===== config.mk =====
export PLATFORM = sky130hd
export DESIGN_NAME = carry_save_adder_4bit
export DESIGN_NICKNAME = d
export VERILOG_FILES = /design/src/rtl/carry_save_adder_4bit.sv
export SDC_FILE = /design/constraint.sdc
export NUM_CORES = 1
export LEC_CHECK = 0
export ABC_AREA = 1
export CAP_MARGIN = 10
export CORE_AREA = 4 4 41 43
export CTS_BUF_LIST = sky130_fd_sc_hd__clkbuf_8
export DETAILED_ROUTE_END_ITERATION = 6
export DIE_AREA = 0 0 45 47
export DONT_BUFFER_PORTS = 1
export SETUP_SLACK_MARGIN = 0.5
export SLEW_MARGIN = 20
export SYNTH_ARGS = -nofsm -noshare
export SYNTH_HDL_FRONTEND = slang
export SYNTH_SLANG_ARGS = --single-unit

===== constraint.sdc =====
create_clock -name clk -period 0.8 [get_ports clk]
set_input_delay 0.08 -clock clk [delete_from_list [all_inputs] [get_ports clk]]
set_output_delay 0.08 -clock clk [all_outputs]
set_load 0.005 [all_outputs]

===== src/rtl/carry_save_adder_4bit.sv =====
// Three-operand unsigned adder: a 3:2 carry-save stage followed by a ripple
// carry-propagate stage, with the full (WIDTH+2)-bit result registered.
module carry_save_adder_4bit #(
  parameter int WIDTH = 4
) (
  input  logic             clk,
  input  logic             rst_n,
  input  logic [WIDTH-1:0] A,
  input  logic [WIDTH-1:0] B,
  input  logic [WIDTH-1:0] C,
  output logic [WIDTH:0]   Sum,
  output logic             ovf
);

  localparam int TW = WIDTH + 2;

  function automatic logic fa_sum(input logic x, input logic y, input logic z);
    return x ^ y ^ z;
  endfunction

  function automatic logic fa_maj(input logic x, input logic y, input logic z);
    return (x & y) | (x & z) | (y & z);
  endfunction

  logic [WIDTH-1:0] s_s;
  logic [WIDTH:0]   c_s;
  logic [TW-1:0]    op_s_s;
  logic [TW-1:0]    op_c_s;
  logic [TW:0]      rc_s;
  logic [TW-1:0]    t_s;
  logic [WIDTH:0]   sum_r;
  logic             ovf_r;

  // carry-save stage: bitwise 3:2 compression of A, B, C
  always_comb begin
    s_s    = {WIDTH{1'b0}};
    c_s    = {(WIDTH+1){1'b0}};
    for (int i = 0; i < WIDTH; i++) begin
      s_s[i]   = fa_sum(A[i], B[i], C[i]);
      c_s[i+1] = fa_maj(A[i], B[i], C[i]);
    end
  end

  // carry-propagate stage: ripple chain of full adders over the zero-extended vectors
  always_comb begin
    op_s_s  = {2'b00, s_s};
    op_c_s  = {1'b0, c_s};
    rc_s    = {(TW+1){1'b0}};
    t_s     = {TW{1'b0}};
    for (int i = 0; i < TW; i++) begin
      t_s[i]    = fa_sum(op_s_s[i], op_c_s[i], rc_s[i]);
      rc_s[i+1] = fa_maj(op_s_s[i], op_c_s[i], rc_s[i]);
    end
  end

  // result register; the top bit of the exact sum lands in ovf
  always_ff @(posedge clk or negedge rst_n) begin
    if (!rst_n) begin
      sum_r <= {(WIDTH+1){1'b0}};
      ovf_r <= 1'b0;
    end else begin
      sum_r <= t_s[WIDTH:0];
      ovf_r <= t_s[WIDTH+1];
    end
  end

  assign Sum = sum_r;
  assign ovf = ovf_r;

endmodule


==> results.sh, run 1 <==
export IMPL_syn_inst=29
export IMPL_core_area_sq_um=1300
export IMPL_synth_distinct_cells=4
export IMPL_outcome="complete, but fails checks"
export IMPL_hp_class="in2async"
export IMPL_viasPerCell=3.94
export IMPL_cts_tree="built"
export IMPL_rows=13
export IMPL_grt_max_degree=7
export IMPL_worst_slew_pin_slew_ps=127
export IMPL_grt_overflow_total=0
export IMPL_drt_iter0_drc=2
export IMPL_io_buffer_count=0
export IMPL_cp_start_kind="input port"
export IMPL_setup_violations_final=4
export IMPL_gp_congestion=0.641
export IMPL_dieArea_sq_um=2120
export IMPL_hold_viol=6
export IMPL_via_count=185
export IMPL_tns_ps=-2670
export IMPL_synth_net_count=51
export IMPL_antenna_cells=0
export IMPL_final_util=0.371
export IMPL_finalCriticalPeriod_ps=1620
export IMPL_violations="hold timing, setup timing"
export IMPL_nets=56
export IMPL_clkTransAtPathRegs_ps=40
export IMPL_instances_no_fill=47
export IMPL_path_class="in2reg"
export IMPL_initial_core_util=0.270
export IMPL_crit_path_max_fanout=1
export IMPL_maxSlewViolCount=0
export IMPL_cts_root_buf="clkbuf_8"
export IMPL_grt_pass1_wl_microns=876
export IMPL_wl_per_cell_microns=11.9
export IMPL_grt_pass1_vias=212
export IMPL_routed_wl_microns=557
export IMPL_grt_setup_unrepaired="yes"
export IMPL_maxSlewHeadroom=0.915
export IMPL_ys_warn_count=0
export IMPL_grt_total_usage=0.0673
export IMPL_h_tree_depth=1
export IMPL_synth_avg_cell_area_sq_um=12.1
export IMPL_post_cts_setup_buffers=0
export IMPL_post_route_period_util=2.03
export IMPL_firstDrtPassIters=2
export IMPL_drv_cap=0
export IMPL_clock_sinks=6
export IMPL_peakVddDrop_uv=735
export IMPL_antenna_found_initial=0
export IMPL_worstPathArrival_ps=1730
export IMPL_layout_setup_ws_ps=-822
export IMPL_leakagePower_nw=0.238
export IMPL_dp_slack_ps=-1080
export IMPL_io_pins=20
export IMPL_hold_ws_ps=-447
export IMPL_worstPathRequired_ps=910
export IMPL_chipWidth_microns=45
export IMPL_syn2layout_area_growth_pct=37.4
export IMPL_drcViolationCount=0
export IMPL_cp_end_kind="flop"
export IMPL_p_per_area_nw_per_um2=2150
export IMPL_cts_buffer_depth=2
export IMPL_cts_buffers=3
export IMPL_chipHeight_microns=47
export IMPL_synth_seq_area_share=0.427
export IMPL_ys_ff_latch=6
export IMPL_dp_hpwl_microns=477
export IMPL_synth_area_sq_um=352
export IMPL_ant_nets=0
export IMPL_max_freq_mhz=617
export IMPL_place_detailed_instances=44
export IMPL_drive_gt1_frac=0.344
logic make-up (layout without fill, tap and decap cells):
kind of cell,count (synthesis),count (layout),synth area share
flops,6,6,0.427
fa+ha+maj,8,8,0.413
buf+inv,15,18,0.160
sequential cells by signal (all words and copies together), names as in the netlist:
register / count
ovf: 1
Sum: 5
cell type report:
class | count | area [sq um]
clock buffer | 3 | 41.3
multi-input combinational | 8 | 175
fill | 134 | 818
inverter | 15 | 97.6
sequential | 6 | 150
tap | 15 | 18.8
power breakdown:
group	total [mW]	internal (mW)	switching, mW
registers	0.424	0.384	0.0405
clock network	0.453	0.323	0.129
logic	0.164	0.0828	0.0809
total	1.04	0.790	0.251
worst max path at each step:
| stage | to | cells past startpoint | startpoint | slack (ps) |
|---|---|---|---|---|
| CTS | Sum[4] | 7 | A[1] | -820 |
| finish | Sum[4] | 7 | A[1] | -820 |
| global placement | Sum[4] | 7 | A[1] | -1080 |
| detailed placement | Sum[4] | 7 | A[1] | -1080 |
| global route | Sum[4] | 7 | A[1] | -840 |
| floorplan | Sum[4] | 7 | A[1] | -1040 |
cells in the mapped netlist:
| master | n | share of area |
|---|---|---|
| dfrtp_1 | 6 | 0.43 |
| fa_1 | 6 | 0.34 |
| ha_1 | 2 | 0.071 |
| inv_1 | 15 | 0.16 |
timing repair:
item	CTS	global route
endpoints found under the hold margin	6	6
pin swaps	1	1
setup endpoints to repair	12	12
resized for setup	6	2
through the flow:
stage          hold slack [ps]  power (mW)  cell area, sq um
5_1_grt                   -457        1.12               483
6_report                  -447        1.04               483
2_1_floorplan             -216       0.540               387
3_5_place_dp              -215       0.584               405
4_1_cts                   -453        1.07               469
3_3_place_gp              -215       0.576               405
worst max-delay path: stages:
cell and delay, ps:
inv_8 10, fa_1 530, inv_2 50, ha_4 150, fa_2 330, fa_2 360, ha_4 220
layout by cell type (no fill, tap or decap), drive strengths merged:
| cell type | netlist | routed |
|---|---|---|
| ha | 2 | 2 |
| clkbuf | 0 | 3 |
| clkinv | 0 | 1 |
| inv | 15 | 14 |
| fa | 6 | 6 |
| dfrtp | 6 | 6 |
metal layers:
layer	GRT usage	share of wire	routed length, microns
met3	0.0536	0.15	86
met2	0.0876	0.50	278
met1	0.0640	0.32	180
met4	0.0702	0.022	12
met5	0	0	0
(Power assumes the default switching activity.)
==> run 2: changes to the inputs <==
==> constraint.sdc (replaced) <==
create_clock -name clk -period 0.8 [get_ports clk]
set_input_delay 0.08 -clock clk [delete_from_list [all_inputs] [get_ports clk]]
set_output_delay 0.08 -clock clk [all_outputs]
set_load 0.01 [all_outputs]
==> results of run 2 <==
The final DEF is identical to that of run 1. Status: complete, but fails checks: hold timing, setup timing.
Main changes from that run: total power 1.04 mW -> 1.07 mW; worst IR drop on VDD 735 uV -> 747 uV
